**src/rtl/dmem_pkg.sv**
```systemverilog
// Shared widths and enumerations for the data-memory arbiter.
package dmem_pkg;

   localparam int ADDR_W = 16;
   localparam int DATA_W = 16;
   localparam int BE_W   = 2;

   typedef enum logic {
      ARB    = 1'b0,
      LOCKED = 1'b1
   } arb_state_t;

   typedef enum logic [1:0] {
      NONE = 2'd0,
      P0   = 2'd1,
      P1   = 2'd2
   } owner_t;

endpackage

```
**src/rtl/dmem_arbiter_if.sv**
```systemverilog
// Requester ports and memory port bundled for the arbiter; slave = arbiter view, master = requesters/memory view.
interface dmem_arbiter_if;
   import dmem_pkg::*;

   logic              p0_req;
   logic [BE_W-1:0]   p0_we;
   logic [ADDR_W-1:0] p0_addr;
   logic [DATA_W-1:0] p0_wdata;
   logic              p0_gnt;
   logic [DATA_W-1:0] p0_rdata;
   logic              p0_rvalid;

   logic              p1_req;
   logic [BE_W-1:0]   p1_we;
   logic [ADDR_W-1:0] p1_addr;
   logic [DATA_W-1:0] p1_wdata;
   logic              p1_lock;
   logic              p1_gnt;
   logic [DATA_W-1:0] p1_rdata;
   logic              p1_rvalid;

   logic [ADDR_W-1:0] dread_addr;
   logic [DATA_W-1:0] dread_data;
   logic [ADDR_W-1:0] dwrite_addr;
   logic [DATA_W-1:0] dwrite_data;
   logic [BE_W-1:0]   dwrite_en;

   modport slave (
      input  p0_req, p0_we, p0_addr, p0_wdata,
      output p0_gnt, p0_rdata, p0_rvalid,
      input  p1_req, p1_we, p1_addr, p1_wdata, p1_lock,
      output p1_gnt, p1_rdata, p1_rvalid,
      output dread_addr, dwrite_addr, dwrite_data, dwrite_en,
      input  dread_data
   );

   modport master (
      output p0_req, p0_we, p0_addr, p0_wdata,
      input  p0_gnt, p0_rdata, p0_rvalid,
      output p1_req, p1_we, p1_addr, p1_wdata, p1_lock,
      input  p1_gnt, p1_rdata, p1_rvalid,
      input  dread_addr, dwrite_addr, dwrite_data, dwrite_en,
      output dread_data
   );

endinterface

```
**src/rtl/dmem_arbiter.sv**
```systemverilog
// Two-port data-memory arbiter: fixed priority for the cpu, wait boost and burst lock
// for the external master, and routing of 1-cycle read returns to the issuing port.
module dmem_arbiter
   import dmem_pkg::*;
#(
   parameter int MAX_WAIT = 4,
   parameter int LOCK_MAX = 8
) (
   input  logic           clk,
   input  logic           reset,
   dmem_arbiter_if.slave  bus
);

   localparam int WAIT_W = $clog2(MAX_WAIT + 1);
   localparam int LOCK_W = $clog2(LOCK_MAX + 1);

   arb_state_t        r_state;
   logic [WAIT_W-1:0] r_wait_cnt;
   logic [LOCK_W-1:0] r_lock_cnt;
   owner_t            r_owner;
   logic [ADDR_W-1:0] r_addr;
   logic [DATA_W-1:0] r_wdata;
   logic [DATA_W-1:0] r_p0_rdata;
   logic [DATA_W-1:0] r_p1_rdata;

   logic              w_boost;
   logic              w_arb_gnt0;
   logic              w_arb_gnt1;
   logic              w_lock_hold;
   logic              w_lock_yield;
   logic              w_gnt0;
   logic              w_gnt1;
   logic [ADDR_W-1:0] w_addr;
   logic [DATA_W-1:0] w_wdata;
   logic [BE_W-1:0]   w_we;
   logic [DATA_W-1:0] w_p0_rdata;
   logic [DATA_W-1:0] w_p1_rdata;

   // A held lock bypasses normal arbitration except for the periodic cpu yield slot.
   always_comb begin
      w_boost      = (r_wait_cnt == WAIT_W'(MAX_WAIT));
      w_arb_gnt1   = bus.p1_req && (w_boost || !bus.p0_req);
      w_arb_gnt0   = bus.p0_req && !(w_boost && bus.p1_req);
      w_lock_hold  = (r_state == LOCKED) && bus.p1_req && bus.p1_lock;
      w_lock_yield = w_lock_hold && (r_lock_cnt == LOCK_W'(LOCK_MAX)) && bus.p0_req;
      w_gnt0       = reset && (w_lock_hold ? w_lock_yield  : w_arb_gnt0);
      w_gnt1       = reset && (w_lock_hold ? !w_lock_yield : w_arb_gnt1);
   end

   always_comb begin
      w_addr  = r_addr;
      w_wdata = r_wdata;
      w_we    = '0;
      if (w_gnt1) begin
         w_addr  = bus.p1_addr;
         w_wdata = bus.p1_wdata;
         w_we    = bus.p1_we;
      end else if (w_gnt0) begin
         w_addr  = bus.p0_addr;
         w_wdata = bus.p0_wdata;
         w_we    = bus.p0_we;
      end
   end

   always_comb begin
      w_p0_rdata = (r_owner == P0) ? bus.dread_data : r_p0_rdata;
      w_p1_rdata = (r_owner == P1) ? bus.dread_data : r_p1_rdata;
      if (!reset) begin
         w_p0_rdata = '0;
         w_p1_rdata = '0;
      end
   end

   assign bus.p0_gnt      = w_gnt0;
   assign bus.p1_gnt      = w_gnt1;
   assign bus.dread_addr  = w_addr;
   assign bus.dwrite_addr = w_addr;
   assign bus.dwrite_data = w_wdata;
   assign bus.dwrite_en   = w_we;
   assign bus.p0_rdata    = w_p0_rdata;
   assign bus.p1_rdata    = w_p1_rdata;
   // Gating with reset kills a return whose read was granted just before reset.
   assign bus.p0_rvalid   = reset && (r_owner == P0);
   assign bus.p1_rvalid   = reset && (r_owner == P1);

   always_ff @(posedge clk) begin
      if (!reset) begin
         r_state    <= ARB;
         r_wait_cnt <= '0;
         r_lock_cnt <= '0;
         r_owner    <= NONE;
         r_p0_rdata <= '0;
         r_p1_rdata <= '0;
      end else begin
         if (w_lock_hold) begin
            r_state <= LOCKED;
            if (w_lock_yield)
               r_lock_cnt <= '0;
            else if (r_lock_cnt != LOCK_W'(LOCK_MAX))
               r_lock_cnt <= r_lock_cnt + LOCK_W'(1);
         end else if (w_gnt1 && bus.p1_lock) begin
            r_state    <= LOCKED;
            r_lock_cnt <= LOCK_W'(1);
         end else begin
            r_state    <= ARB;
            r_lock_cnt <= '0;
         end

         if (bus.p1_req && !w_gnt1) begin
            if (!w_boost)
               r_wait_cnt <= r_wait_cnt + WAIT_W'(1);
         end else begin
            r_wait_cnt <= '0;
         end

         if (w_gnt0 && (bus.p0_we == '0))
            r_owner <= P0;
         else if (w_gnt1 && (bus.p1_we == '0))
            r_owner <= P1;
         else
            r_owner <= NONE;

         r_p0_rdata <= w_p0_rdata;
         r_p1_rdata <= w_p1_rdata;
      end
   end

   // Memory address/data hold their last granted value while idle.
   always_ff @(posedge clk) begin
      if (w_gnt0 || w_gnt1) begin
         r_addr  <= w_addr;
         r_wdata <= w_wdata;
      end
   end

endmodule

```
**src/flat_wrapper.sv**
```systemverilog
// flat-port wrapper written by rule: the top's interface ports become plain ports
module dmem_arbiter_flat import dmem_pkg::*;
#(
   parameter int MAX_WAIT = 4,
   parameter int LOCK_MAX = 8
)
  (clk, reset, bus_p0_req, bus_p0_we, bus_p0_addr, bus_p0_wdata, bus_p0_gnt, bus_p0_rdata, bus_p0_rvalid, bus_p1_req, bus_p1_we, bus_p1_addr, bus_p1_wdata, bus_p1_lock, bus_p1_gnt, bus_p1_rdata, bus_p1_rvalid, bus_dread_addr, bus_dwrite_addr, bus_dwrite_data, bus_dwrite_en, bus_dread_data);
  dmem_arbiter_if bus_i ();
  input  logic clk;
  input  logic reset;
  input wire logic [$bits(bus_i.p0_req)-1:0] bus_p0_req;
  input wire logic [$bits(bus_i.p0_we)-1:0] bus_p0_we;
  input wire logic [$bits(bus_i.p0_addr)-1:0] bus_p0_addr;
  input wire logic [$bits(bus_i.p0_wdata)-1:0] bus_p0_wdata;
  output wire logic [$bits(bus_i.p0_gnt)-1:0] bus_p0_gnt;
  output wire logic [$bits(bus_i.p0_rdata)-1:0] bus_p0_rdata;
  output wire logic [$bits(bus_i.p0_rvalid)-1:0] bus_p0_rvalid;
  input wire logic [$bits(bus_i.p1_req)-1:0] bus_p1_req;
  input wire logic [$bits(bus_i.p1_we)-1:0] bus_p1_we;
  input wire logic [$bits(bus_i.p1_addr)-1:0] bus_p1_addr;
  input wire logic [$bits(bus_i.p1_wdata)-1:0] bus_p1_wdata;
  input wire logic [$bits(bus_i.p1_lock)-1:0] bus_p1_lock;
  output wire logic [$bits(bus_i.p1_gnt)-1:0] bus_p1_gnt;
  output wire logic [$bits(bus_i.p1_rdata)-1:0] bus_p1_rdata;
  output wire logic [$bits(bus_i.p1_rvalid)-1:0] bus_p1_rvalid;
  output wire logic [$bits(bus_i.dread_addr)-1:0] bus_dread_addr;
  output wire logic [$bits(bus_i.dwrite_addr)-1:0] bus_dwrite_addr;
  output wire logic [$bits(bus_i.dwrite_data)-1:0] bus_dwrite_data;
  output wire logic [$bits(bus_i.dwrite_en)-1:0] bus_dwrite_en;
  input wire logic [$bits(bus_i.dread_data)-1:0] bus_dread_data;
  assign bus_i.p0_req = bus_p0_req;
  assign bus_i.p0_we = bus_p0_we;
  assign bus_i.p0_addr = bus_p0_addr;
  assign bus_i.p0_wdata = bus_p0_wdata;
  assign bus_p0_gnt = bus_i.p0_gnt;
  assign bus_p0_rdata = bus_i.p0_rdata;
  assign bus_p0_rvalid = bus_i.p0_rvalid;
  assign bus_i.p1_req = bus_p1_req;
  assign bus_i.p1_we = bus_p1_we;
  assign bus_i.p1_addr = bus_p1_addr;
  assign bus_i.p1_wdata = bus_p1_wdata;
  assign bus_i.p1_lock = bus_p1_lock;
  assign bus_p1_gnt = bus_i.p1_gnt;
  assign bus_p1_rdata = bus_i.p1_rdata;
  assign bus_p1_rvalid = bus_i.p1_rvalid;
  assign bus_dread_addr = bus_i.dread_addr;
  assign bus_dwrite_addr = bus_i.dwrite_addr;
  assign bus_dwrite_data = bus_i.dwrite_data;
  assign bus_dwrite_en = bus_i.dwrite_en;
  assign bus_i.dread_data = bus_dread_data;
  dmem_arbiter #(.MAX_WAIT(MAX_WAIT), .LOCK_MAX(LOCK_MAX)) u_core (.clk(clk), .reset(reset), .bus(bus_i));
endmodule
```
**config.mk**
```make
export PLATFORM = sky130hd
export DESIGN_NAME = dmem_arbiter_flat
export DESIGN_NICKNAME = d
export VERILOG_FILES = /design/src/rtl/dmem_pkg.sv /design/src/rtl/dmem_arbiter_if.sv /design/src/rtl/dmem_arbiter.sv /design/src/flat_wrapper.sv
export SDC_FILE = /design/constraint.sdc
export NUM_CORES = 1
export LEC_CHECK = 0
export CAP_MARGIN = 20
export CORE_AREA = 4 4 131 133
export DETAILED_ROUTE_END_ITERATION = 16
export DIE_AREA = 0 0 135 137
export HOLD_SLACK_MARGIN = 0.1
export PLACE_DENSITY_LB_ADDON = 0.3
export SLEW_MARGIN = 20
export SYNTH_ARGS = -nofsm -noshare
export SYNTH_HDL_FRONTEND = slang
export SYNTH_SLANG_ARGS = --single-unit
```
**constraint.sdc**
```tcl
create_clock -name clk -period 3.2 [get_ports clk]
set_clock_uncertainty 0.2 [all_clocks]
set_input_delay 0.64 -clock clk [delete_from_list [all_inputs] [get_ports clk]]
set_output_delay 0.64 -clock clk [all_outputs]
set_load 0.05 [all_outputs]
```
# --- Word-level counts from Yosys, hierarchy flattened ---
# Cells that the tools add are included.
word_totals:
  reg_bits: 74
  inputBits: 89
  out_inout_bits: 86
  wordCells: 63
classes:
  n_addsub: 2
  n_eq_ne: 6
  n_mux: 20
  bitwise: 1
  n_reduce_logical: 25
ops:
  columns: ["op", "n"]
  rows:
  - ["$mux W16", 8]
  - ["$logic_and A1 B1 Y1", 15]
  - ["$mux W4", 3]
  - ["$mux W1", 6]
  - ["$mux W2", 3]
  - ["$add A4 B1 Y4 const B", 1]
  - ["$eq A4 B4 Y1 const B", 1]
  - ["$logic_not A1 Y1", 4]
  - ["$logic_not A2 Y1", 2]
  - ["$ne A4 B4 Y1 const B", 1]
  - ["$add A3 B1 Y3 const B", 1]
  - ["$eq A3 B3 Y1 const B", 1]
  - ["$ne A3 B3 Y1 const B", 1]
  - ["$eq A2 B1 Y1 const B", 1]
  - ["$eq A2 B2 Y1 const B", 1]
  - ["$logic_or A1 B1 Y1", 2]
  - ["$reduce_and A2 Y1", 1]
  - ["$reduce_or A2 Y1", 1]
  - ["$not A1 Y1", 1]

# --- Depth between registers and ports, before layout ---
logic_depth:
  word_depth: 10
  depth_mapped: 11
  depth_no_buf: 8

# --- Worst setup path before layout ---
# Ideal clock, no wire load.
synth_timing:
  kind: "input port to output port"
  start: "input port reset"
  end: "output port bus_dwrite_en[0]"
  arrival_ns: 3.259
  t_required_ns: 2.360
  setup_slack_ns: -0.899
  path_stages: 4
  n_path_buf: 2
  path_cell_list: "clkbuf_1 clkbuf_1 o21a_1 a21boi_0"
synth_between:
  elab_chain_len: 3
  word_cells_on_any_way: 4
  cone_classes: "mux (2); reduce/logical (2)"
synth_rtl:
  columns: ["element", "line", "text"]
  rows:
  - ["start: declaration", "flat_wrapper.sv:10", "input logic reset;"]
  - ["$logic_and A1 B1 Y1", "dmem_arbiter.sv:46", "w_gnt0 = reset && (w_lock_hold ? w_lock_yield : w_arb_gnt0);"]
  - ["$mux W2", "dmem_arbiter.sv:58", "end else if (w_gnt0) begin"]
  - ["$mux W2 (*)", "dmem_arbiter.sv:54", "if (w_gnt1) begin"]
  - ["end: declaration", "flat_wrapper.sv:29", "output wire logic [$bits(bus_i.dwrite_en)-1:0] bus_dwrite_en;"]
# Every way passes the cells marked *; elsewhere a longest branch is shown, timed or not.

# --- Worst setup path in the final report ---
layout_timing:
  start: "register u_core.r_lock_cnt[0]"
  end: "output port bus_dread_addr[10]"
layout_between:
  elab_chain_len: 7
  word_cells_on_any_way: 10
  cone_classes: "eq/ne (1); mux (4); reduce/logical (5)"
layout_rtl:
  columns: ["element", "line", "text"]
  rows:
  - ["start: declaration", "dmem_arbiter.sv:19", "logic [LOCK_W-1:0] r_lock_cnt;"]
  - ["start signal: assignment", "dmem_arbiter.sv:100", "r_lock_cnt <= r_lock_cnt + LOCK_W'(1);"]
  - ["$eq A4 B4 Y1 (*)", "dmem_arbiter.sv:45", "w_lock_yield = w_lock_hold && (r_lock_cnt == LOCK_W'(LOCK_MAX)) && bus.p0_req;"]
  - ["$logic_and A1 B1 Y1 (*) (2 in a row)", "dmem_arbiter.sv:45", null]
  - ["$mux W1 or $logic_not A1 Y1 (tied branches)", "dmem_arbiter.sv:46, dmem_arbiter.sv:47", null]
  - ["$logic_and A1 B1 Y1 or $mux W1 (tied branches)", "dmem_arbiter.sv:46, dmem_arbiter.sv:47", null]
  - ["$mux W16 or $logic_and A1 B1 Y1 (tied branches)", "dmem_arbiter.sv:58, dmem_arbiter.sv:47", null]
  - ["$mux W16 (*)", "dmem_arbiter.sv:54", null]
  - ["end: declaration", "flat_wrapper.sv:26", "output wire logic [$bits(bus_i.dread_addr)-1:0] bus_dread_addr;"]
# Marks and branches as above.

==> out/results.ini <==
[cts]
cts_tree=built
cts_buffer_depth=2
cts_root_buf=clkbuf_16
clk_pin_slew_ps=70
clk_latency_ps=340
htree_levels=3
clock-sinks=74
cts_made_buffers=9

[synthesis]
ys_types=34
synth_nets=530
synth_cells=437
ys_seq_area_share_pct=45.5
ys_ff_latch=74
syn_area_um2=3960
synth_warnings=0
synth.avg_cell_area_um2=9.07

[placed_design]
port_buffers=174
dpl.hpwl_um=9420
place.gp.congestion=0.761
place_ws_ps=-329

[cells_and_area]
fill_cells=1380
fin_nets=737
area_growth_pct=96.2
layout-drive-gt1-share_pct=43.1
multi_input_area_um2=2390
n_antenna_cell=0
seqCellArea_um2=1810

[routing]
drt_iter0_drc=189
vias_per_cell=4.63
vias=4007
wl_per_cell_um=18.3
first_pass_iters=4
drc=0
ant_nets=0
wirelength_um=15900

[pwr]
p_leak_nw=2.89
p_per_area_nw_per_um2=404
vdd_ir_drop_max_mv=0.259

[timing]
relSlewSlack_pct=53.4
min_period_ps=3260
final.setup.worst_slack_ps=-62.1
finalMaxSlewViolations=0
final.setup.tns_ps=-1360
rsz0062_at_grt=yes
tightestPinTransition_ps=700
finalCritPeriodShare_pct=102
timing.fmax_mhz=307
hold_viol=0
setup_viol=43

[global_routing]
grt_pass1_wl_um=23400
grt_util_all_layers_pct=16.6
grt_pass1_vias=4197
antenna_found_initial=0
grt-ovfl-total=0
grt_max_degree=68

[critical_path]
critPathMaxStageDelay_ps=330
critPathMaxFanout=7
cp.required_ps=2360
startpoint_type=register
path_class=reg -> out
slowest_stage=dfxtp_2
path_cells=inv_2 > ha_4 > and3b_1 > mux2_4 > buf_6 > a21o_4 > buf_12 > clkinv_8 > a21oi_4 > a21oi_4 > buf_6
cp.arrival_ps=2420
cp-end-kind=output pin

[floorplan]
die_area_um2=18500
placementRows=46
io-pin-count=175
start_util_pct=25.0
dieWidth_um=135
fp.dieH_um=137
core_um2=15800

[run_status]
status=complete, but fails checks
violations=setup timing

[run]
drv_cap=0

[hold_path]
min_path_type=reg -> reg

-- flip-flops by register name, summed over array words and instances, names as in the netlist --
register and flops:
u_core.r_addr 16, u_core.r_lock_cnt 4, u_core.r_owner 2, u_core.r_p0_rdata 16, u_core.r_p1_rdata 16, u_core.r_state 1, u_core.r_wait_cnt 3, u_core.r_wdata 16
-- Yosys cell counts, drive strengths merged --
cell type,instances,share of area [%]
a31oi,1,0.16
and3b,1,0.22
and2,2,0.32
a211o,1,0.22
a21boi,65,12
mux2,1,0.28
a21oi,68,13
o21ai,1,0.13
edfxtp,32,24
clkinv,1,0.41
ha,4,1.3
a21o,1,0.19
nand3b,1,0.19
nor3,4,0.51
nor2,38,3.6
xnor2,3,0.66
nand2b,3,0.47
nand2,105,9.9
o21a,1,0.19
buf,28,6.1
nand3,2,0.25
o211ai,1,0.54
clkbuf,18,1.7
inv,7,0.73
nor2b,2,0.32
nand4,2,0.32
a22o,2,0.44
dfxtp,42,21
-- area by class of cell --
type                       instances  share of cell area, %
timing repair buffer             234                   36.3
multi-input combinational        309                   30.8
sequential                        74                   23.2
tap                              216                   3.48
clock buffer                      10                   3.22
timing repair inverter             8                   1.51
inverter                           8                  0.885
clock inverter                     6                  0.611
-- path summary, 6_finish.rpt --
kind,startpoint,end,depth (start not counted),slack (ps)
hold / removal,u_core.r_p0_rdata[8]$_SDFF_PN0_,u_core.r_p0_rdata[8]$_SDFF_PN0_,2,260
setup reg to reg,u_core.r_lock_cnt[0]$_SDFFE_PN0P_,u_core.r_wdata[12]$_DFFE_PP_,13,540
setup / recovery,u_core.r_lock_cnt[0]$_SDFFE_PN0P_,bus_dread_addr[10],11,-60
hold reg to reg,u_core.r_p0_rdata[8]$_SDFF_PN0_,u_core.r_p0_rdata[8]$_SDFF_PN0_,2,260
-- report_power, final --
part	leakage, nW	total [W]	internal (W)	switching (W)
clock network	0.144	0.00101	0.000578	0.000429
logic	2.10	0.00109	0.000474	0.000612
registers	0.649	0.00105	0.00104	0.0000129
-- logic make-up after synthesis --
group | count (synthesis) | share of synthesized area (%)
simple gates | 160 | 16.1
mux | 1 | 0.284
buf+inv | 54 | 8.90
flops | 74 | 45.5
fa+ha+maj | 4 | 1.26
xor+xnor | 3 | 0.663
compound gates | 141 | 27.3
-- metrics by stage --
stage / total power [W] / instances / util, % / instance area, µm² / hold WS [ps]
finish: 0.00314 / 865 / 49.1 / 7780 / 264
global route: 0.00326 / 865 / 49.1 / 7780 / 290
CTS: 0.00314 / 856 / 47.9 / 7590 / 272
detailed placement: 0.00191 / 802 / 39.3 / 6210 / 263
global placement: 0.00190 / 802 / 39.3 / 6210 / 253
floorplan: 0.00161 / 437 / - / 4120 / 245
-- cells in the final DEF (no fill, tap or decap), types with 2 or more instances in the layout --
master           instances
nor2_2                   7
buf_4                   46
clkinv_8                 7
clkbuf_16               10
buf_12                  43
buf_16                   4
xnor2_1                  3
buf_6                   49
a21oi_2                 23
nand2_1                101
clkdlybuf4s50_1         86
a22o_1                   2
clkinv_4                 3
nand2_2                  3
inv_6                    2
ha_1                     3
a21boi_0                46
nor2_1                  10
a21oi_1                  4
nand4_1                  2
a21oi_4                 41
nor2_4                  21
and2_1                   2
nand2b_1                 3
inv_2                    2
nand3_1                  2
a21boi_1                18
nor2b_1                  2
nor3_1                   4
inv_1                    4
buf_8                    3
edfxtp_1                32
dfxtp_1                 38
dfxtp_2                  4
-- worst max-delay path: cells and delay by family (launching register included) --
kind,cells,cell delay (ps)
AOI/OAI and AO/OA,3,470
adders and majority gates,1,150
buffers and inverters,5,620
DFF,1,330
muxes,1,300
and+or+nand+nor,1,190
-- layer usage --
metal	GRT usage [%]	up-vias	part of all wire [%]
met5	0	-	0
met2	30.3	181	49
met3	6.51	27	9.7
li1	-	1898	-
met1	17.6	1901	38
met4	5.32	0	2.6
-- what timing repair did --
action                     in CTS  in global routing
setup endpoints to repair      50                 51
hold endpoints to repair        0                  0
buffers inserted               25                  9
pin swaps                      36                 15
hold buffers                    0                  0
gates cloned                   13                  0
gates resized for setup       149                 24
(Power assumes the default switching activity.)
==> RTL change 1, RTL diff (same flow settings) <==
Take the reset off `r_p0_rdata` and `r_p1_rdata` and load them in a clocked block of their own.
--- a/src/rtl/dmem_arbiter.sv
+++ b/src/rtl/dmem_arbiter.sv
@@ -89,8 +89,6 @@
          r_wait_cnt <= '0;
          r_lock_cnt <= '0;
          r_owner    <= NONE;
-         r_p0_rdata <= '0;
-         r_p1_rdata <= '0;
       end else begin
          if (w_lock_hold) begin
             r_state <= LOCKED;
@@ -120,9 +118,12 @@
          else
             r_owner <= NONE;
 
-         r_p0_rdata <= w_p0_rdata;
-         r_p1_rdata <= w_p1_rdata;
       end
+   end
+
+   always_ff @(posedge clk) begin
+      r_p0_rdata <= w_p0_rdata;
+      r_p1_rdata <= w_p1_rdata;
    end
 
    // Memory address/data hold their last granted value while idle.
Check against the original RTL: equivalent (equiv_simple and equiv_induct, registers matched by name and starting in step).
==> RTL change 1 against the unedited design <==
The run still ends with setup timing left. Largest power group unchanged. Sequential cell count is the same. Setup slack gained 0.0018 ns. Die area is the same. Cell area shrank 0.82%. Highest routed layer unchanged. Area after synthesis shrank 7.5%. Power grew 1.2%. First-iteration DRC count shrank 56%. Routed wire length shrank 10%. Fmax is essentially flat. Worst hold slack gained 0.022 ns. Critical endpoint is now bus_dwrite_data[14].
==> RTL change 1: results <==
export IMPL_dp_slack_ns=-0.2717
export IMPL_setup_viol=29
export IMPL_worstPathArrival_ns=2.42
export IMPL_path_clk_slew_ns=0.05
export IMPL_violations="setup timing"
export IMPL_synthMuxAreaShare=0.004094
export IMPL_synth_area_top_cells="edfxtp_1, dfxtp_1, nand2_1"
export IMPL_status="finished, violations left"
export IMPL_grt_pass1_vias=3785
export IMPL_place_inst=809
export IMPL_path_max_fanout=8
export IMPL_final_net_count=735
export IMPL_p_leak_nw=2.974
export IMPL_stdcell_count=863
export IMPL_grt_first_pass_wirelength_um=20970
export IMPL_drtIter0Drc=83
export IMPL_fin_ws_ns=-0.06026
export IMPL_postSynth_asyncResetShare=0
export IMPL_timing_hold_ws_ns=0.2860
export IMPL_synth_commonest_cells="nand2_1, dfxtp_1, a21oi_2, nor2_1, a21boi_0"
export IMPL_synthXorXnorAreaFrac=0.007165
export IMPL_avgRoutedWirePerCell_um=16.50
export IMPL_finalSetupTns_ns=-0.7092
export IMPL_syn_avg_cell_area_um2=9.145
export IMPL_cpPeakStageDelay_ns=0.35
export IMPL_viasPerCell=4.374
export IMPL_intPower_mw=2.175
export IMPL_grt_max_degree=38
export IMPL_cp_top_family="buffers and inverters"
export IMPL_cts_buffers=9
export IMPL_drive_above_1_share=0.4745
export IMPL_synthAdderAreaFrac=0.01365
export IMPL_synth_compound_area_share=0.2194
export IMPL_maxSlewHeadroom=0.6531
export IMPL_grtUsageTotal=0.1464
export IMPL_ys_seq_area_frac=0.4913
export IMPL_post_dp_cell_area_mm2=0.006304
export IMPL_gp_congestion=0.7558
export IMPL_peakVddDrop_v=0.0002442
-- RTL change 1: cell count changes in the layout (fill, tap and decap cells not counted), sizes merged --
| cell | change |
|---|---|
| buf | +36 |
| a21boi | -32 |
| clkinv | -7 |
| clkbuf | +4 |
| bufbuf | -1 |
| bufinv | -1 |
| clkdlybuf4s50 | +1 |
| clkinvlp | -1 |
| inv | -1 |
-- RTL change 1: worst reg2reg max path, delay by kind of cell, from the launching register on --
kind | cells | cell delay, ns
adders and majority gates | 1 | 0.15
DFF | 1 | 0.35
and+or+nand+nor | 1 | 0.19
AOI/OAI and AO/OA | 3 | 0.41
muxes | 1 | 0.30
buffers and inverters | 7 | 0.81
-- RTL change 1: routing by layer --
| layer | share of wire | GRT usage | vias up |
|---|---|---|---|
| li1 | - | - | 1816 |
| met1 | 0.39 | 0.1653 | 1814 |
| met2 | 0.49 | 0.2468 | 131 |
| met3 | 0.10 | 0.06728 | 14 |
| met4 | 0.018 | 0.04759 | 0 |
| met5 | 0 | 0 | - |
-- RTL change 1: path summary, 6_finish.rpt --
kind | to | start | cells after the start
max reg2reg | u_core.r_wdata[13]$_DFFE_PP_ | u_core.r_lock_cnt[1]$_SDFFE_PN0P_ | 13
min reg2reg | u_core.r_lock_cnt[1]$_SDFFE_PN0P_ | u_core.r_lock_cnt[1]$_SDFFE_PN0P_ | 2
min | u_core.r_lock_cnt[1]$_SDFFE_PN0P_ | u_core.r_lock_cnt[1]$_SDFFE_PN0P_ | 2
max | bus_dwrite_data[14] | u_core.r_lock_cnt[1]$_SDFFE_PN0P_ | 11
-- RTL change 1: cells by family after synthesis --
family | count (synthesis)
compound gates | 109
xor+xnor | 3
fa+ha+maj | 4
buf+inv | 50
flops | 74
mux | 1
simple gates | 160
-- RTL change 1: power by group through the flow --
stage               Clock (mW)  Sequential [mW]  Combinational [mW]
floorplan                    0             1.07               0.525
global placement             0             1.07               0.854
detailed placement           0             1.07               0.863
CTS                       1.08             1.05               0.974
global route              1.13             1.07                1.13
finish                    1.03             1.06                1.08
-- RTL change 1: cell type report --
cell class	instances	area [µm²]
repair buffers	271	3070
multi-input cells	277	2181
repair inverters	1	16.27
well taps	216	270.3
clock buffers	13	292.8
inverters	8	61.31
fillers	1397	8115
flip-flops and latches	74	1804
clock inverters	3	16.27
-- RTL change 1: what timing repair did --
item / in CTS / in global routing
endpoints found under the setup margin: 51 / 51
gates resized for setup: 79 / 91
pin swaps: 16 / 62
cloned: 5 / 1
setup buffers: 15 / 20
==> RTL change 2, RTL diff (config.mk and constraints unchanged) <==
Made on the original files. `MAX_WAIT` is set to 4 in 2 places; all go to 8.
--- a/src/rtl/dmem_arbiter.sv
+++ b/src/rtl/dmem_arbiter.sv
@@ -3,7 +3,7 @@
 module dmem_arbiter
    import dmem_pkg::*;
 #(
-   parameter int MAX_WAIT = 4,
+   parameter int MAX_WAIT = 8,
    parameter int LOCK_MAX = 8
 ) (
    input  logic           clk,
--- a/src/flat_wrapper.sv
+++ b/src/flat_wrapper.sv
@@ -1,7 +1,7 @@
 // flat-port wrapper written by rule: the top's interface ports become plain ports
 module dmem_arbiter_flat import dmem_pkg::*;
 #(
-   parameter int MAX_WAIT = 4,
+   parameter int MAX_WAIT = 8,
    parameter int LOCK_MAX = 8
 )
   (clk, reset, bus_p0_req, bus_p0_we, bus_p0_addr, bus_p0_wdata, bus_p0_gnt, bus_p0_rdata, bus_p0_rvalid, bus_p1_req, bus_p1_we, bus_p1_addr, bus_p1_wdata, bus_p1_lock, bus_p1_gnt, bus_p1_rdata, bus_p1_rvalid, bus_dread_addr, bus_dwrite_addr, bus_dwrite_data, bus_dwrite_en, bus_dread_data);
Formal check against the unedited RTL: not equivalent (a bounded check fails within 10 cycles, from zero or initial values and one cycle with reset low).
==> RTL change 2 against the unedited design <==
The flow still finishes with violations (setup timing). Register-to-register slack lost 0.11 ns. Global-route usage shrank 1.6 points. Cell area shrank 0.85%. Routed wire length shrank 9.0%. Sequential cell count grew 1. Setup slack lost 0.037 ns. Power grew 3.2%. Area after synthesis grew 1.4%. Die area is the same. Critical path type unchanged. Highest routed layer unchanged.
==> RTL change 2: results <==
export IMPL_status="finished, violations left"
export IMPL_violations="setup timing"
export IMPL_met3_length_um=1628
export IMPL_r2r_setup_slack_ns=0.43
export IMPL_post_dp_cell_area_mm2=0.006317
export IMPL_buffer_area_frac=0.4081
export IMPL_clk_share=0.04268
export IMPL_grt_max_degree=70
export IMPL_cts_root_buf="clkbuf_16"
export IMPL_dp_hpwl_um=8749
export IMPL_ys_ff_latch=75
export IMPL_intPower_mw=2.301
export IMPL_ys_seq_area_frac=0.4533
export IMPL_wl_met1_um=5735
export IMPL_gp_congestion=0.7617
export IMPL_final_net_count=684
export IMPL_drtIter0Drc=163
export IMPL_met1_usage=0.1640
export IMPL_regToRegStartpoint="u_core.r_wait_cnt[1]$_SDFFE_PN0P_"
export IMPL_p_seq_frac=0.329
export IMPL_synth_area_top_cells="edfxtp_1, dfxtp_1, a21boi_0"
export IMPL_path_max_fanout=8
export IMPL_grt_pass1_vias=3707
export IMPL_non_clock_inverter_count=6
export IMPL_seqAreaFraction=0.2369
export IMPL_syn_avg_cell_area_um2=10.89
export IMPL_buffers_excl_clock=250
export IMPL_r2r_cells=12
export IMPL_holdPathEnd="u_core.r_p0_rdata[9]$_SDFF_PN0_"
export IMPL_timing_hold_ws_ns=0.2663
export IMPL_grtUsageMet3=0.06949
export IMPL_vias=3579
export IMPL_timing_rr_end="u_core.r_wdata[11]$_DFFE_PP_"
export IMPL_ys_types=31
export IMPL_io_buffers=174
export IMPL_use_met2=0.2560
export IMPL_antenna_found_initial=0
export IMPL_ant_nets=0
export IMPL_multi_input_area_share=0.2743
export IMPL_multi_input_gates=249
export IMPL_n_fill_cell=1341
export IMPL_setup_viol=49
export IMPL_grtUsageTotal=0.1498
export IMPL_fin_ws_ns=-0.09935
export IMPL_grt_first_pass_wirelength_um=21070
export IMPL_p_sw_mw=0.9454
export IMPL_place_inst=752
export IMPL_peakVddDrop_v=0.0002276
export IMPL_n_clock_buffer=15
export IMPL_stdcell_count=812
export IMPL_maxSlewHeadroom=0.5479
export IMPL_htree_num_levels=3
export IMPL_hp_start="u_core.r_p0_rdata[9]$_SDFF_PN0_"
export IMPL_drive_above_1_share=0.4379
export IMPL_regArea_mm2=0.001827
export IMPL_dp_slack_ns=-0.3319
export IMPL_synth_commonest_cells="nand2_1, a21boi_0, dfxtp_1"
export IMPL_worstMarginPinSlew_ns=0.6782
export IMPL_ys_warn_count=0
export IMPL_worstPathArrival_ns=2.46
[RTL change 2: what timing repair did]
action / in CTS / in global routing
pin swaps: 7 / 7
resized for setup: 138 / 21
gates cloned: 8 / 1
buffers inserted: 25 / 12
hold endpoints to repair: 0 / 0
endpoints found under the setup margin: 51 / 51
[RTL change 2: logic make-up after synthesis]
| family | count (synthesis) | share of synthesized area |
|---|---|---|
| xor+xnor | 4 | 0.008716 |
| mux | 65 | 0.2055 |
| buf+inv | 45 | 0.07192 |
| flops | 75 | 0.4533 |
| simple gates | 100 | 0.1115 |
| compound gates | 76 | 0.1367 |
| fa+ha+maj | 4 | 0.01245 |
[RTL change 2: worst max-delay path, stage by stage, from the launching register on]
cell      delay, ns
dfxtp_2        0.34
inv_2          0.04
ha_4           0.15
and3b_2        0.21
nor2_2         0.09
nand4b_1       0.18
buf_6          0.19
buf_16         0.16
mux2_4         0.30
mux2_4         0.30
buf_6          0.16
